==> config.mk <==
export PLATFORM = sky130hd
export DESIGN_NAME = console_rx_fifo
export DESIGN_NICKNAME = d
export VERILOG_FILES = /design/src/rtl/console_rx_fifo.sv
export SDC_FILE = /design/constraint.sdc
export NUM_CORES = 1
export LEC_CHECK = 0
export CAP_MARGIN = 20
export CORE_ASPECT_RATIO = 0.6
export CORE_MARGIN = 4
export CORE_UTILIZATION = 30
export DETAILED_ROUTE_END_ITERATION = 8
export GPL_ROUTABILITY_DRIVEN = 0
export PLACE_DENSITY = 0.49
export SLEW_MARGIN = 20
export SYNTH_ARGS = -nofsm -noshare
export SYNTH_HDL_FRONTEND = slang
export SYNTH_SLANG_ARGS = --single-unit
export TNS_END_PERCENT = 1
==> constraint.sdc <==
create_clock -name clk -period 8.7 [get_ports clk]
set_clock_uncertainty 0.15 [all_clocks]
set_input_delay 1.74 -clock clk [delete_from_list [all_inputs] [get_ports clk]]
set_output_delay 1.74 -clock clk [all_outputs]
set_load 0.03 [all_outputs]
==> src/rtl/console_rx_fifo.sv <==
// rtl/console_rx_fifo.sv - receive FIFO draining the simpleuart byte register into a non-blocking CPU pop port
//
// Ports:
//   clk          system clock
//   resetn       synchronous active-low reset
//   uart_dat_do  UART receive register; byte in [7:0], all-ones when no byte is held
//   uart_dat_re  one-cycle consume pulse back to the UART
//   rd_re        CPU pop strobe
//   rd_data      head byte zero-extended, 0 when empty
//   rd_valid     FIFO not empty
//   flush        synchronous clear of contents and overrun
//   level        bytes held, 0..DEPTH
//   full         level == DEPTH
//   overrun      sticky: a byte waited at the UART while the FIFO was full
module console_rx_fifo #(
    parameter int DEPTH_LOG2 = 4
) (
    input  logic                  clk,
    input  logic                  resetn,
    input  logic [31:0]           uart_dat_do,
    output logic                  uart_dat_re,
    input  logic                  rd_re,
    output logic [31:0]           rd_data,
    output logic                  rd_valid,
    input  logic                  flush,
    output logic [DEPTH_LOG2:0]   level,
    output logic                  full,
    output logic                  overrun
);

    localparam int DEPTH = 1 << DEPTH_LOG2;
    localparam logic [DEPTH_LOG2:0]   LEVEL_FULL = {1'b1, {DEPTH_LOG2{1'b0}}};
    localparam logic [DEPTH_LOG2:0]   LEVEL_ONE  = {{DEPTH_LOG2{1'b0}}, 1'b1};
    localparam logic [DEPTH_LOG2-1:0] PTR_ONE    = LEVEL_ONE[DEPTH_LOG2-1:0];

    typedef enum logic [1:0] {
        S_IDLE   = 2'd0,
        S_ACK    = 2'd1,
        S_SETTLE = 2'd2
    } state_t;

    logic [7:0]            r_mem [DEPTH];
    logic [DEPTH_LOG2-1:0] r_wptr;
    logic [DEPTH_LOG2-1:0] r_rptr;
    logic [DEPTH_LOG2:0]   r_level;
    logic                  r_overrun;
    logic                  r_uart_dat_re;
    state_t                r_state;

    state_t                w_next_state;
    logic                  w_uart_valid;
    logic                  w_full;
    logic                  w_empty;
    logic                  w_capture;
    logic                  w_overflow;
    logic                  w_pop;

    assign w_uart_valid = (uart_dat_do != 32'hFFFF_FFFF);
    assign w_full       = (r_level == LEVEL_FULL);
    assign w_empty      = (r_level == '0);
    assign w_pop        = rd_re && !w_empty;

    // Drain FSM. After each ack the UART gets two cycles (ACK, SETTLE)
    // to retire its valid before IDLE samples again, so one byte is never
    // captured twice. full is the pre-edge value, so a same-cycle pop at
    // DEPTH does not open room until the next IDLE sample.
    always_comb begin
        w_next_state = r_state;
        w_capture    = 1'b0;
        w_overflow   = 1'b0;
        case (r_state)
            S_IDLE: begin
                if (w_uart_valid) begin
                    if (!w_full) begin
                        w_capture    = 1'b1;
                        w_next_state = S_ACK;
                    end else begin
                        w_overflow   = 1'b1;
                    end
                end
            end
            S_ACK:    w_next_state = S_SETTLE;
            S_SETTLE: w_next_state = S_IDLE;
            default:  w_next_state = S_IDLE;
        endcase
    end

    // Flush deliberately leaves the handshake alone so an in-flight ack
    // still completes toward the UART.
    always_ff @(posedge clk) begin
        if (!resetn) begin
            r_state       <= S_IDLE;
            r_uart_dat_re <= 1'b0;
        end else begin
            r_state       <= w_next_state;
            r_uart_dat_re <= w_capture;
        end
    end

    // Storage is not reset; level gates every read of it.
    always_ff @(posedge clk) begin
        if (w_capture) begin
            r_mem[r_wptr] <= uart_dat_do[7:0];
        end
    end

    always_ff @(posedge clk) begin
        if (!resetn) begin
            r_wptr    <= '0;
            r_rptr    <= '0;
            r_level   <= '0;
            r_overrun <= 1'b0;
        end else if (flush) begin
            // A capture in this same cycle is dropped here.
            r_wptr    <= '0;
            r_rptr    <= '0;
            r_level   <= '0;
            r_overrun <= 1'b0;
        end else begin
            if (w_capture) begin
                r_wptr <= r_wptr + PTR_ONE;
            end
            if (w_pop) begin
                r_rptr <= r_rptr + PTR_ONE;
            end
            case ({w_capture, w_pop})
                2'b10:   r_level <= r_level + LEVEL_ONE;
                2'b01:   r_level <= r_level - LEVEL_ONE;
                default: r_level <= r_level;
            endcase
            if (w_overflow) begin
                r_overrun <= 1'b1;
            end
        end
    end

    assign uart_dat_re = r_uart_dat_re;
    assign rd_valid    = !w_empty;
    assign rd_data     = w_empty ? 32'h0000_0000 : {24'h00_0000, r_mem[r_rptr]};
    assign level       = r_level;
    assign full        = w_full;
    assign overrun     = r_overrun;

endmodule

# ---- Word level (Yosys, flattened, before mapping)
# Memories as Yosys holds them, arrays and structs flattened. A register that Yosys moved wholly into a read port is not among the register bits.
# Cells that the tools add are included.
dict set report classes {
  muxes 15
  n_eq_ne 7
  n_bitwise 1
  shifts 0
  n_addsub 4
  magnitude_cmp 0
  div_mod_pow 0
  n_mul 0
  reduce_logical 7
}
# operator count
set op_table {}
lappend op_table {{$ne A32 B32 Y1 const B} 1}
lappend op_table {{$pmux W5 S2} 1}
lappend op_table {{$add A4 B1 Y4 const B} 2}
lappend op_table {{$mux W1} 8}
lappend op_table {{$mux W4} 2}
lappend op_table {{$mux W8} 1}
lappend op_table {{$add A5 B1 Y5 const B} 1}
lappend op_table {{$eq A5 B5 Y1 const B} 1}
lappend op_table {{$logic_not A5 Y1} 1}
lappend op_table {{$sub A5 B1 Y5 const B} 1}
lappend op_table {{$eq A2 B1 Y1 const B} 2}
lappend op_table {{$mux W2} 2}
lappend op_table {{$ne A2 B2 Y1 const B} 2}
lappend op_table {{$pmux W2 S2} 1}
lappend op_table {{$eq A2 B2 Y1 const B} 1}
lappend op_table {{$logic_not A2 Y1} 1}
lappend op_table {{$reduce_and A2 Y1} 1}
lappend op_table {{$reduce_bool A2 Y1} 1}
lappend op_table {{$reduce_or A2 Y1} 1}
lappend op_table {{$logic_and A1 B1 Y1} 1}
lappend op_table {{$logic_not A1 Y1} 1}
lappend op_table {{$not A1 Y1} 1}
dict set report totals {
  input_bits 36
  latch_bits 0
  memories 1
  regBits 17
  word_cells 41
  output_inout_bits 41
  ramBits 128
  mem_bits_ro 0
}
# name words width read_ports rd_ports_with_merged_regs wr line
set memory_table {}
lappend memory_table {r_mem 16 8 1 1 1 42} ;# logic [7:0] r_mem [DEPTH];

# ---- Longest topological paths before layout
# Gate-level depths: netlist of run 1.
dict set report depth {
  ltp_word 6
  mapped_depth 15
  ltp_nobuf 12
}

# ---- Worst setup path after synthesis of run 1
# OpenSTA, ideal clock, no wires.
dict set report synth_timing {
  path_kind {input-to-reg}
  start {input uart_dat_do[15]}
  end {register r_level[4], in the netlist level[4]}
  t_arrival_ns 4.016
  stages 14
  setup_ns 0.128
  required_ns 8.422
  path_slack_ns 4.406
  n_path_buf 2
  path_cell_list {nand4_1 nor4_1 a2111oi_4 buf_6 inv_1 ha_1 buf_2 xor2_1 ha_1 nor2b_1 o32a_1 a31oi_1 xnor2_1 nor2_1}
}
dict set report synth_via {
  elab_chain_cells 5
  elab_cells_between_ends 7
  classes_between {eq/ne: 3; mux: 3; reduce/logical: 1}
}
# element line
set synth_lines {}
lappend synth_lines {{start, declared} 20} ;# input logic [31:0] uart_dat_do,
lappend synth_lines {{$ne A32 B32 Y1 (*)} 58} ;# assign w_uart_valid = (uart_dat_do != 32'hFFFF_FFFF);
lappend synth_lines {{$mux W1 (*)} 73} ;# if (w_uart_valid) begin
lappend synth_lines {{$mux W1 (*)} 71} ;# case (r_state)
lappend synth_lines {{$eq A2 B1 Y1 or $eq A2 B2 Y1 (tied branches)} 126} ;# case ({w_capture, w_pop})
lappend synth_lines {{$pmux W5 S2 or $reduce_bool A2 Y1 (tied branches)} n/a}
lappend synth_lines {{end signal, assigned} 127} ;# 2'b10: r_level <= r_level + LEVEL_ONE;
lappend synth_lines {{end signal, assigned} 128} ;# 2'b01: r_level <= r_level - LEVEL_ONE;
lappend synth_lines {{end signal, assigned} 129} ;# default: r_level <= r_level;
lappend synth_lines {{end, declared} 45} ;# logic [DEPTH_LOG2:0] r_level;
# Mark *: on every way between the ends. The rest lies on a longest branch, timed or not.
# A chain may end at the register's enable or synchronous reset.

# ---- Final worst setup path of run 1
dict set report layout_timing {
  start {input uart_dat_do[2]}
  end {register r_level[4], in the netlist level[4]}
}
# Same word-level chain as after synthesis.

==> out/qor.csv, run 1 <==
metric,value,unit
post-route-period-util,60.09,%
peakVddDrop,0.1254,mV
hp-class,flip-flop to flip-flop,
hold_slack,0.3249,ns
cp-end-kind,flip-flop,
fmax,191.3,MHz
numCtsBuffers,17,
worst-path-buf-inv,2,
rsz0062_at_grt,no,
crit_arrival,5.36,ns
final_nets,469,
placed_cells,679,
cts.sinks,149,
crit_required,8.83,ns
htree_levels,4,
tns,0,ns
overflow,0,
netlist_area,6217,µm²
critical-path-top-delay-family,simple AND/OR/NAND/NOR gates,
maxCapViolCount,0,
num_antenna_cells,0,
crit_path_frequent_cell,ha_1,
start_util,30.83,%
cts_resized,0,
firstDrtPassIters,4,
grt_use_met1,19.70,%
cts.path.max_buffers,2,
ant_nets,0,
regToRegStartpoint,level[1]$_SDFFE_PP0P_,
gr-max-usage-layer,met1,
ys_ff_latch,149,
die-area,23170,µm²
root_buffer,clkbuf_16,
timing_worst_setup_path_type,input pin to flip-flop,
gr-usage-met2,18.89,%
die_h,119.5,µm
hold_viol_final,0,
drt_first_iter_violations,285,
synth-simple-area-share,6.420,%
synth_top_family_by_area,multiplexers,
synth_area_per_cell,17.32,µm²
worstHoldPathCells,2,
worst-path-stages,13,
grt_pass1_vias,3400,
clk_pin_slew_worst_paths,0.06,ns
yosysWarnings,0,
r2r_cells,12,
crit_fanout,17,
crit_start,uart_dat_do[2],
io-pin-count,77,
clock_latency,0.41,ns
gr-usage-all-layers,13.24,%
coreArea,20170,µm²
port_buffers,52,
wl_per_cell,21.27,µm
p_leak,0.002459,µW
die_w,193.9,µm
routed_wl,15130,µm
outcome,"finished, final reports clean",
synth_compound_area_share,2.656,%
grt_pass1_wl,22130,µm
synth.distinct_cells,41,
synthCells,359,
path_cells,clkdlybuf4s50_1 > nand4_1 > nor4_1 > a2111oi_4 > inv_1 > ha_1 > xor2_1 > ha_1 > nor2b_1 > o32a_1 > a31oi_1 > xnor2_1 > nor2_1,
drive_above_1_share,19.86,%
grt_max_degree,33,
power,1726,µW
crit_slowest_cell,clkdlybuf4s50_1,
critPathLaunchType,input pin,
drc_errors,0,
yosysSeqAreaShare,68.59,%
antenna_found_initial,1,
row_count,40,
post_cts_buffers,0,
instances_no_fill,711,
vias_per_cell,4.568,
tightest_slew,1.057,ns
setup_viol,0,
cts_tree,yes,
period_minus_slack,5.227,ns
use_met3,3.928,%
hpwl,9988,µm
slew_headroom,29.28,%
hp-start,overrun$_SDFFE_PP0P_,
area_growth,22.78,%
synth_mux_area_share,14.81,%
synthAdderAreaFrac,1.610,%
power_density,226.1,nW/µm²
crit_path_max_incr_delay,0.87,ns
synth-xor-area-share,1.409,%
slew_viol_final,0,
num_vias,3248,
cts-hold-fix-buffers,0,
==> final cells by class <==
type	count	area, µm²
repair buffers	64	610.6
flip-flops and latches	149	4265
inverters	5	18.77
fillers	1863	12540
multi-input cells	188	1783
well taps	273	341.6
clock buffers	18	429.2
clock inverters	14	185.2
==> worst paths after layout <==
check | end | slack (ns)
setup / recovery | level[4]$_SDFFE_PP0P_ | 3.47
setup reg to reg | level[4]$_SDFFE_PP0P_ | 5.28
hold / removal | overrun$_SDFFE_PP0P_ | 0.32
hold reg to reg | overrun$_SDFFE_PP0P_ | 0.32
==> metal layers <==
layer  wire [µm]  up-vias  part of all wire [%]
met4         130        2                  0.86
met1        7320     1660                    48
met2        6604       84                    44
li1            -     1486                     -
met5          13        -                 0.086
met3        1057       16                   7.0
==> worst min-delay path: stages, from the launching register on <==
cell and delay [ns]:
dfxtp_1 0.33, a21oi_1 0.04, nor2_1 0.07
==> placed cells by master (no fill, tap or decap), types with 2 or more instances in the layout <==
master	instances
edfxtp_1	128
clkdlybuf4s50_1	52
mux4_2	32
nor2_1	24
conb_1	24
mux2i_1	20
dfxtp_1	20
clkbuf_16	17
buf_4	12
nand2_1	11
nand4_1	9
o22ai_1	8
ha_1	8
nand2b_1	6
a21oi_1	6
inv_1	5
xor2_1	5
xnor2_1	5
nor3_2	4
bufinv_16	4
nor2b_1	3
clkinv_4	3
clkinvlp_4	3
clkinv_1	3
nor4_1	2
and2_2	2
nand3_1	2
o21ai_0	2
==> cell families after synthesis <==
kind of cell             Yosys count
adder cells (fa/ha/maj)            8
AO/OA/AOI/OAI                     22
multiplexers                      52
other                              1
XOR/XNOR                          10
flip-flops                       149
buffers and inverters             45
AND/OR/NAND/NOR                   72
==> Yosys cell counts <==
cell       count  area, µm²
buf_6          1      11.26
clkbuf_1       2      7.510
clkbuf_2       2      10.01
o21ai_0        2      10.01
mux2i_1       20      200.2
and2_2         2      15.01
and2_4         1      8.760
xor2_1         5      43.79
nor4_1         2      12.51
nand3_1        2      10.01
nand2b_1       6      37.54
a31oi_1        1      6.260
nor2b_1        3      18.77
edfxtp_1     128       3844
nand2_1       11      41.29
ha_1           8      100.1
a21boi_2       1      11.26
buf_4         24      180.2
o22ai_1        8      50.05
conb_1         1      3.750
nor4b_1        1      8.760
nand4_1        9      56.30
nand3b_1       1      7.510
inv_1          5      18.77
nor4_4         1      21.27
nor3_1         5      25.02
a211oi_1       1      7.510
a21oi_1        6      30.03
nand4_4        1      21.27
buf_2          6      30.03
xnor2_1        5      43.79
or3_2          1      7.510
or2b_1         1      7.510
dfxtp_1       21      420.4
a2111oi_4      1      27.53
mux4_2        32      720.7
and3b_2        1      10.01
buf_1          5      18.77
o31ai_2        1      12.51
nor2_1        24      90.09
o32a_1         1      10.01
==> registers in the layout, indices dropped and copies added, names as in the netlist, named ones only <==
name / cells
r_rptr: 4
r_mem: 128
level: 5
uart_dat_re: 1
r_wptr: 4
r_state: 2
overrun: 1
==> metrics by stage <==
stage          instance area [µm²]  setup WS (ns)  util, %
2_1_floorplan                 6304          4.406        -
3_3_place_gp                  7019          3.130    34.80
3_5_place_dp                  7019          3.031    34.80
4_1_cts                       7634          3.455    37.85
5_1_grt                       7634          3.175    37.85
6_report                      7634          3.473    37.85
==> report_power, final <==
part	switching (µW)	internal [µW]
Clock	283	477
Sequential	8.19	790
Combinational	103	64.9
Total	394	1330
Power figures use the tool's default switching activity.
==> inputs of run 2 (changes only) <==
--- a/config.mk
+++ b/config.mk
@@ -11,7 +11,7 @@
 export CORE_UTILIZATION = 30
 export DETAILED_ROUTE_END_ITERATION = 8
 export GPL_ROUTABILITY_DRIVEN = 0
-export PLACE_DENSITY = 0.49
+export PLACE_DENSITY = 0.51
 export SLEW_MARGIN = 20
 export SYNTH_ARGS = -nofsm -noshare
 export SYNTH_HDL_FRONTEND = slang
==> constraint.sdc (replaced) <==
create_clock -name clk -period 4.4 [get_ports clk]
set_clock_uncertainty 0.15 [all_clocks]
set_input_delay 0.88 -clock clk [delete_from_list [all_inputs] [get_ports clk]]
set_output_delay 0.88 -clock clk [all_outputs]
set_load 0.03 [all_outputs]
==> run 2 against run 1 <==
Clock-buffer cell count is 1 higher. Sequential cell count stayed put. First-iteration DRC count down 7.4%. Total power rose by 88%. Largest power group unchanged. Final cell count grew 2.5%. Register-to-register slack worse by 3.8 ns. Clock power grew 75%. Via count grew 2.7%. Sequential power rose by 98%. Critical path depth decreased by 8. Critical endpoint is now rd_data[3].
==> out/qor.csv, run 2 (same netlist as run 1, synthesis figures left out) <==
metric,value,unit,change
path_cells,buf_4 > mux4_2 > mux2i_1 > o22ai_1 > clkdlybuf4s50_1,,
tightest_slew,0.7928,ns,-0.2641 ns
crit_path_max_incr_delay,0.77,ns,-0.10 ns
post-route-period-util,87.17,%,
multi_input_area,1763,µm²,-1.1%
cts.sinks,149,,unchanged
slew_viol_final,0,,unchanged
power,3247,µW,+88%
worstHoldPathCells,2,,unchanged
maxCapViolCount,0,,unchanged
final_area,7694,µm²,+0.79%
final_common_cell,edfxtp_1,,
die_h,119.5,µm,unchanged
firstDrtPassIters,5,,+1
register_area,4265,µm²,unchanged
routed_wl,14100,µm,-6.8%
hold_viol_final,0,,unchanged
clock_latency,0.41,ns,about the same
row_count,40,,unchanged
timing_worst_setup_path_type,flip-flop to primary output,,
grt_pass1_wl,21290,µm,-3.8%
start_util,30.83,%,unchanged
vias_per_cell,4.576,,+0.17%
numCtsBuffers,17,,unchanged
antenna_found_initial,0,,-1
use_met3,3.227,%,-0.70 points
htree_levels,4,,unchanged
layout_common_cells,"edfxtp_1, clkdlybuf4s50_1, mux4_2",,
worst-path-buf-inv,2,,unchanged
crit_fanout,32,,+15
regToRegStartpoint,level[2]$_SDFFE_PP0P_,,
cts_resized,0,,unchanged
hp-class,flip-flop to flip-flop,,
coreArea,20170,µm²,unchanged
gr-usage-all-layers,12.45,%,-0.79 points
gr-usage-met2,16.55,%,-2.3 points
fmax,260.7,MHz,
area_growth,23.75,%,
die_w,193.9,µm,unchanged
placed_cells,697,,+2.7%
place_area,7147,µm²,+1.8%
critPathLaunchType,flip-flop,,
cts_tree,yes,,
instances_no_fill,729,,+2.5%
post_cts_buffers,0,,unchanged
num_vias,3336,,+2.7%
crit_slowest_cell,clkdlybuf4s50_1,,
top_register,r_mem,,
r2r_setup_slack,1.48,ns,-3.80 ns
power_density,422.0,nW/µm²,+87%
clk_pin_slew_worst_paths,0.07,ns,about the same
overflow,0,,unchanged
port_buffers,52,,unchanged
setup_viol,0,,unchanged
rsz0062_at_grt,no,,
ant_nets,0,,unchanged
die-area,23170,µm²,unchanged
io-pin-count,77,,unchanged
cts-hold-fix-buffers,0,,unchanged
drt_first_iter_violations,264,,-7.4%
grt_use_met1,19.80,%,+0.098 points
largest_register_ffs,128,,unchanged
cp-end-kind,primary output,,
worst-path-stages,5,,-8
hpwl,10010,µm,+0.20%
final_nets,487,,+3.8%
utilization,38.15,%,+0.30 points
peakVddDrop,0.2569,mV,+100%
drc_errors,0,,unchanged
tns,0,ns,unchanged
crit_end,rd_data[3],,
drive_above_1_share,22.59,%,+2.7 points
wl_per_cell,19.34,µm,-9.1%
critical-path-top-delay-family,buffers and inverters,,
crit_required,3.37,ns,-5.46 ns
outcome,"finished, final reports clean",,
slew_headroom,47.07,%,+18 points
r2r_end,level[2]$_SDFFE_PP0P_,,
period_minus_slack,3.836,ns,
crit_arrival,2.81,ns,-2.55 ns
grt_pass1_vias,3366,,-1.0%
root_buffer,clkbuf_16,,
gr-max-usage-layer,met1,,
r2r_cells,11,,-1
num_antenna_cells,0,,unchanged
cts.path.max_buffers,2,,unchanged
grt_max_degree,33,,unchanged
p_leak,0.002503,µW,+1.8%
nFillCells,1857,,-0.32%
==> run 2: cell types whose count changed in the layout (fill, tap and decap cells not counted), sizes merged <==
cell,delta
buf,+18
bufinv,-4
clkbuf,+1
clkinv,-5
clkinvlp,+1
inv,+7
==> run 2: how the worst min path moves through the flow <==
stage                                  startpoint                       to  slack [ns]
after detailed placement     overrun$_SDFFE_PP0P_     overrun$_SDFFE_PP0P_        0.31
after global placement    r_state[1]$_SDFFE_PN0P_  r_state[1]$_SDFFE_PN0P_        0.30
final                        overrun$_SDFFE_PP0P_     overrun$_SDFFE_PP0P_        0.32
after floorplan           r_state[1]$_SDFFE_PN0P_  r_state[1]$_SDFFE_PN0P_        0.29
after global routing         overrun$_SDFFE_PP0P_     overrun$_SDFFE_PP0P_        0.35
after CTS                    overrun$_SDFFE_PP0P_     overrun$_SDFFE_PP0P_        0.33
==> run 2: worst register-to-register path, stage by stage, from the launching register on <==
cell and delay, ns:
dfxtp_1 0.53, nor4_4 0.11, and2_4 0.20, a2111oi_4 0.21, inv_1 0.12, ha_1 0.31, xor2_1 0.17, ha_1 0.23
a21oi_1 0.17, xnor2_1 0.10, or3_2 0.40, a21oi_1 0.15
==> run 2: cell type report <==
type / count / share of cell area [%]
Clock buffer: 19 / 5.627
Clock inverter: 13 / 1.480
Inverter: 5 / 0.2439
Multi-Input combinational cell: 188 / 22.91
Sequential cell: 149 / 55.44
Tap cell: 273 / 4.440
Timing Repair Buffer: 82 / 9.855
==> run 2: report_power, final <==
group	total, µW	internal [µW]	switching (µW)
registers	1580	1560	16.1
clock network	1330	738	594
logic	338	139	199
==> run 2: layer usage <==
layer  vias up  routed length, µm
met5         -                  0
met4         0                 63
met3         5               1228
met2       105               5929
met1      1703               6878
li1       1523                  -
==> run 2: stage by stage <==
stage,hold WS [ns],worst slack (ns)
after floorplan,0.2933,0.9664
after global placement,0.3038,0.2398
after detailed placement,0.3123,0.2053
after CTS,0.3311,0.5758
after global routing,0.3485,0.4075
final,0.3237,0.5645
==> patch 1: new RTL, flow settings as in run 2 <==
Set the parameter `DEPTH_LOG2` to 3 (it was 4).
--- a/src/rtl/console_rx_fifo.sv
+++ b/src/rtl/console_rx_fifo.sv
@@ -13,7 +13,7 @@
 //   full         level == DEPTH
 //   overrun      sticky: a byte waited at the UART while the FIFO was full
 module console_rx_fifo #(
-    parameter int DEPTH_LOG2 = 4
+    parameter int DEPTH_LOG2 = 3
 ) (
     input  logic                  clk,
     input  logic                  resetn,
Interface: changed (resized level); port bits go from 77 to 76. No check against the original RTL was run, so the function may have changed too.
==> patch 1 against run 2 <==
  * Non-clock buffer count fell by 18
  * Global-route usage fell by 0.93 points
  * Synthesized area fell by 43%
  * Synthesized cell count fell by 35%
  * Wire length fell by 48%
  * Design area fell by 42%
  * Sequential power fell by 45%
  * Sequential cell count fell by 68
  * Setup slack got worse by 0.16 ns
  * First-iteration DRC count fell by 41%
  * Die area fell by 41%
  * Via count fell by 39%
  * Total power fell by 45%
  * Critical path type is now in -> reg
  * Highest routed layer unchanged
==> patch 1: results (changes against run 2) <==
- Root Buffer: clkbuf_16
- Ant. Diodes: 0 (unchanged)
- Met3 routed WL: 491 um (-60%)
- Largest Register: r_mem
- Clock transition at the registers of the reported paths: 0.06 ns
- Crit path DAT: 4.10 ns (+1.29 ns)
- Most instantiated cells after synthesis: edfxtp_1 (64), buf_4 (25), dfxtp_1 (17), nor2_1 (17), mux4_2 (16)
- DR iter-0 viols: 155 (-41%)
- Unique cell type count in the Yosys netlist: 37 (-9.8%)
- Clk Latency, worst-skew pair: 0.33 ns (-0.08 ns)
- Status: finished, final reports clean
- Async S/R FF share, synth: 0% (unchanged)
- Worst Tran Pin Value: 0.851 ns (+0.0586 ns)
- Layout cells sized above 1: 16.8% (-5.8 points)
- Wl on met1: 3690 um (-46%)
- Via count: 2038 (-39%)
- CP max stage delay: 0.67 ns (-0.10 ns)
- Slew Limit Fails: 0 (unchanged)
- First-pass GRT wire length: 11800 um (-45%)
- Worst Path Max Fanout: 9 (-72%)
- Top_reg_cell synth: edfxtp_1
- # DRC: 0 (unchanged)
- Post-CTS resize count: 0 (unchanged)
- Worst VDD drop: 0.205 mV (-20%)
- Critical-path top delay cell: clkdlybuf4s50_1
- Max Root-Sink Buffers: 2 (unchanged)
- Top sig layer: met4
- DRT Pass-1 Iters: 4 (-1)
- Hold WC Path Type: reg -> reg
- # Post-CTS Setup Buffers: 0 (unchanged)
- CTS buffer count: 9 (-8)
- Max reg flops: 64 (-50%)
- Fill cell count: 1092 (-41%)
- WL/cell: 15.7 um (-19%)
- Hpwl dp: 5270 um (-47%)
- Leak: 0.00152 uW (-39%)
- Initial antenna violation count: 0 (unchanged)
- EDFF count, synth: 64 (-50%)
- Synth Warn #: 0 (unchanged)
- Final #Nets: 340 (-30%)
- Metal2 WL: 3080 um (-48%)
- Ranking of synthesized cells by area: edfxtp_1 (54%), mux4_2 (10%), dfxtp_1 (9.6%)
- Tot GR Track Use: 11.5% (-0.93 points)
- Buffers on Ports: 51 (-1.9%)
- Pin count of the biggest net entering global routing: 17 (-48%)
- H-tree levels: 3 (-1)
- Sequential area share after synthesis: 63.6% (-4.9 points)
- Vias in the first global route: 2090 (-38%)
- Int Power: 1340 uW (-45%)
==> patch 1: changes by cell type after synthesis, moves of 3 or more <==
cell,change
dfxtp_1,-4
edfxtp_1,-64
and2_1,+3
mux4_2,-16
o22ai_1,-8
xnor2_1,-5
buf_2,-4
mux2i_1,-7
nand2b_1,-3
nor2_1,-7
buf_1,-3
inv_1,-4
ha_1,-3
==> patch 1: path summary, 6_finish.rpt <==
kind	from	to	slack, ns	cells after the start
worst max-delay path	uart_dat_do[2]	level[2]	0.41	12
worst min-delay path	r_state[1]	r_state[1]	0.28	1
worst max register to register	level[1]	level[2]	1.44	10
worst min register to register	r_state[1]	r_state[1]	0.28	1
==> patch 1: layout make-up <==
type,instances,area (um2),area share [%]
Clock buffer,9,225,5.02
Tap cell,160,200,4.46
Sequential cell,81,2260,50.4
Multi-Input combinational cell,140,1130,25.1
Inverter,3,11.3,0.251
Timing Repair Buffer,64,608,13.5
Clock inverter,7,53.8,1.20
==> patch 1: per-layer routing <==
metal	track usage (%)	up-vias
met3	4.50	7
met5	0	-
met2	15.8	71
li1	-	976
met1	17.1	984
met4	2.54	0
==> patch 1: kinds of logic after synthesis <==
group / Yosys count / share of synthesized area, %
flip-flops: 81 / 63.6
AND/OR/NAND/NOR: 65 / 10.2
buffers and inverters: 37 / 7.07
multiplexers: 29 / 13.8
AO/OA/AOI/OAI: 12 / 1.94
adder cells (fa/ha/maj): 5 / 1.76
XOR/XNOR: 5 / 1.44
other: 1 / 0.105
==> patch 1: power groups by stage <==
stage | clock (uW) | sequential [uW] | combinational (uW)
final | 681 | 862 | 239
after global placement | 0 | 878 | 240
after global routing | 739 | 864 | 258
after detailed placement | 0 | 878 | 240
after CTS | 696 | 862 | 241
after floorplan | 0 | 881 | 155
==> patch 1: per-stage QoR <==
stage,util [%],worst slack [ns],instance area (um2),instances
floorplan,-,1.32,3640,258
global placement,36.8,0.253,4210,448
detailed placement,36.8,0.0632,4210,448
CTS,39.2,0.391,4490,464
global route,39.2,0.0518,4490,464
finish,39.2,0.407,4490,464
==> patch 1: critical path, delay by kind of cell <==
family	cells	cell delay (ns)
adder cells (fa/ha/maj)	2	0.41
XOR/XNOR	2	0.33
AND/OR/NAND/NOR	3	1.20
AO/OA/AOI/OAI	3	0.47
buffers and inverters	2	0.81
==> patch 2: new RTL, settings of run 2 <==
Without the edit above. Encoding of `state_t`: now one-hot (3 bits for 3 states).
--- a/src/rtl/console_rx_fifo.sv
+++ b/src/rtl/console_rx_fifo.sv
@@ -33,10 +33,10 @@
     localparam logic [DEPTH_LOG2:0]   LEVEL_ONE  = {{DEPTH_LOG2{1'b0}}, 1'b1};
     localparam logic [DEPTH_LOG2-1:0] PTR_ONE    = LEVEL_ONE[DEPTH_LOG2-1:0];
 
-    typedef enum logic [1:0] {
-        S_IDLE   = 2'd0,
-        S_ACK    = 2'd1,
-        S_SETTLE = 2'd2
+    typedef enum logic [2:0] {
+        S_IDLE   = 3'b001,
+        S_ACK    = 3'b010,
+        S_SETTLE = 3'b100
     } state_t;
 
     logic [7:0]            r_mem [DEPTH];
Behaviour: same outputs for any inputs over 10 cycles, from zero or initial values and one cycle with resetn low; not proved beyond that.
==> patch 2 against run 2 <==
  * Design area grew 0.89%
  * Largest power group unchanged
  * Largest cell class unchanged
  * Count of clock-buffer cells in the layout is 1 lower
  * Synthesized area up 1.0%
  * First-iteration DRC count rose by 17%
  * Sequential cell count rose by 1
  * Total power up 14%
  * Wire length increased by 1.8%
  * Hold slack got worse by 0.043 ns
  * Setup slack got worse by 0.042 ns
  * Fmax down 1.1%
  * Highest routed layer unchanged
  * Critical endpoint is now rd_data[0]
==> patch 2: results (changes against run 2) <==
- Root Buffer: clkbuf_16
- Vias in the first global route: 3507 (+4.2%)
- Sequential area share after synthesis: 68.2% (-0.36 points)
- Worst Path Max Fanout: 18 (-44%)
- Hpwl dp: 9940 um (-0.65%)
- Max reg flops: 128 (unchanged)
- Mux share of post-synthesis cell area: 14.7% (-0.15 points)
- Tot GR Track Use: 12.5% (+0.049 points)
- Leak: 0.00255 uW (+1.7%)
- First-pass GRT wire length: 21600 um (+1.4%)
- DRT Pass-1 Iters: 4 (-1)
- Unique cell type count in the Yosys netlist: 44 (+7.3%)
- Max Root-Sink Buffers: 2 (unchanged)
- Status: finished, final reports clean
- Async S/R FF share, synth: 0% (unchanged)
- DR iter-0 viols: 309 (+17%)
- Final #Nets: 476 (-2.3%)
- Wirelength, routed: 14300 um (+1.8%)
- Adder-cell share of the synthesized area: 1.59% (-0.016 points)
- Initial antenna violation count: 0 (unchanged)
- Synth Warn #: 0 (unchanged)
- Area fraction in compound gates after synthesis: 2.45% (-0.21 points)
- Hold WC Path Type: reg -> reg
- H-tree levels: 4 (unchanged)
- CTS buffer count: 17 (unchanged)
- Main combinational cell family by area after synthesis: multiplexers
- Worst Tran Pin Value: 0.835 ns (+0.0423 ns)
- CP max stage delay: 0.66 ns (-0.11 ns)
- Site Rows: 40 (unchanged)
- Worst VDD drop: 0.258 mV (+0.51%)
- CP top delay family: buffers and inverters
- Hold buffer count at cts: 0 (unchanged)
- Most instantiated cells after synthesis: edfxtp_1 (128), mux4_2 (32), buf_4 (27), dfxtp_1 (22), mux2i_1 (20)
- Top_reg_cell synth: edfxtp_1
- Fill cell count: 1898 (+2.2%)
- Ranking of synthesized cells by area: edfxtp_1 (61%), mux4_2 (11%), dfxtp_1 (7.0%)
- DP Worst Slack: 0.231 ns (+0.0261 ns)
- Synth Area in XOR/XNOR: 1.39% (-0.014 points)
- Crit path DAT: 2.85 ns (+0.04 ns)
- Largest Register: r_mem
- # Post-CTS Setup Buffers: 0 (unchanged)
- Pin count of the biggest net entering global routing: 33 (unchanged)
- Post-CTS resize count: 0 (unchanged)
- Critical-path top delay cell: dfxtp_2
- Clock transition at the registers of the reported paths: about 0.060 ns
- Layout cells sized above 1: 21.6% (-1.0 points)
- TNS Setup: 0 ns (unchanged)
- Clk Latency, worst-skew pair: 0.41 ns (about the same)
- Via count: 3337 (+0.030%)
patch 2: changes by cell type after synthesis, sizes merged, moves of 2 or more:
cell,run 2,this run
inv,5,7
and3,0,12
clkbuf,4,2
buf,36,38
nand2,11,9
nand2b,6,4
nor3b,0,2
nor2,24,14
nand4b,0,2
nor3,5,3
a21oi,6,2
patch 2: worst paths after layout:
kind                endpoint  slack (ns)       start  cells after the start
setup / recovery  rd_data[0]        0.52        flop                      5
hold / removal    r_state[2]        0.28  r_state[0]                      1
setup reg to reg    level[2]        1.33    level[2]                     11
hold reg to reg   r_state[2]        0.28  r_state[0]                      1
patch 2: cell type report:
cell class,count,share of cell area (%)
sequential,150,55.2
multi-input combinational,186,23.1
timing repair buffer,70,8.61
clock buffer,18,5.53
tap,273,4.40
clock inverter,14,2.85
inverter,7,0.338
patch 2: logic make-up after synthesis:
logic type               count (synthesis)
AO/OA/AOI/OAI                           20
flip-flops                             150
adder cells (fa/ha/maj)                  8
buffers and inverters                   47
XOR/XNOR                                10
AND/OR/NAND/NOR                         72
other                                    1
multiplexers                            52
patch 2: where the power goes:
| part | leakage (uW) | switching (uW) | internal [uW] |
|---|---|---|---|
| Sequential | 0.00134 | 29.2 | 1590 |
| Clock | 0.000310 | 581 | 1010 |
| Combinational | 0.000901 | 292 | 200 |
patch 2: layer usage:
metal / wire length (um) / vias up / global-route usage (%)
met2: 6350 / 82 / 18.2
met1: 7100 / 1735 / 18.5
met4: 109 / 0 / 3.27
li1: - / 1511 / -
met5: 0 / - / 0
met3: 788 / 9 / 3.40
patch 2: metrics by stage:
| step | instances | hold WS [ns] | area, um2 | util, % | power [uW] |
|---|---|---|---|---|---|
| global placement | 686 | 0.256 | 7110 | 35.1 | 2140 |
| detailed placement | 686 | 0.265 | 7110 | 35.1 | 2150 |
| global route | 718 | 0.302 | 7760 | 38.3 | 3850 |
| floorplan | 383 | 0.247 | 6370 | - | 1970 |
| finish | 718 | 0.281 | 7760 | 38.3 | 3710 |
| CTS | 718 | 0.280 | 7760 | 38.3 | 3750 |
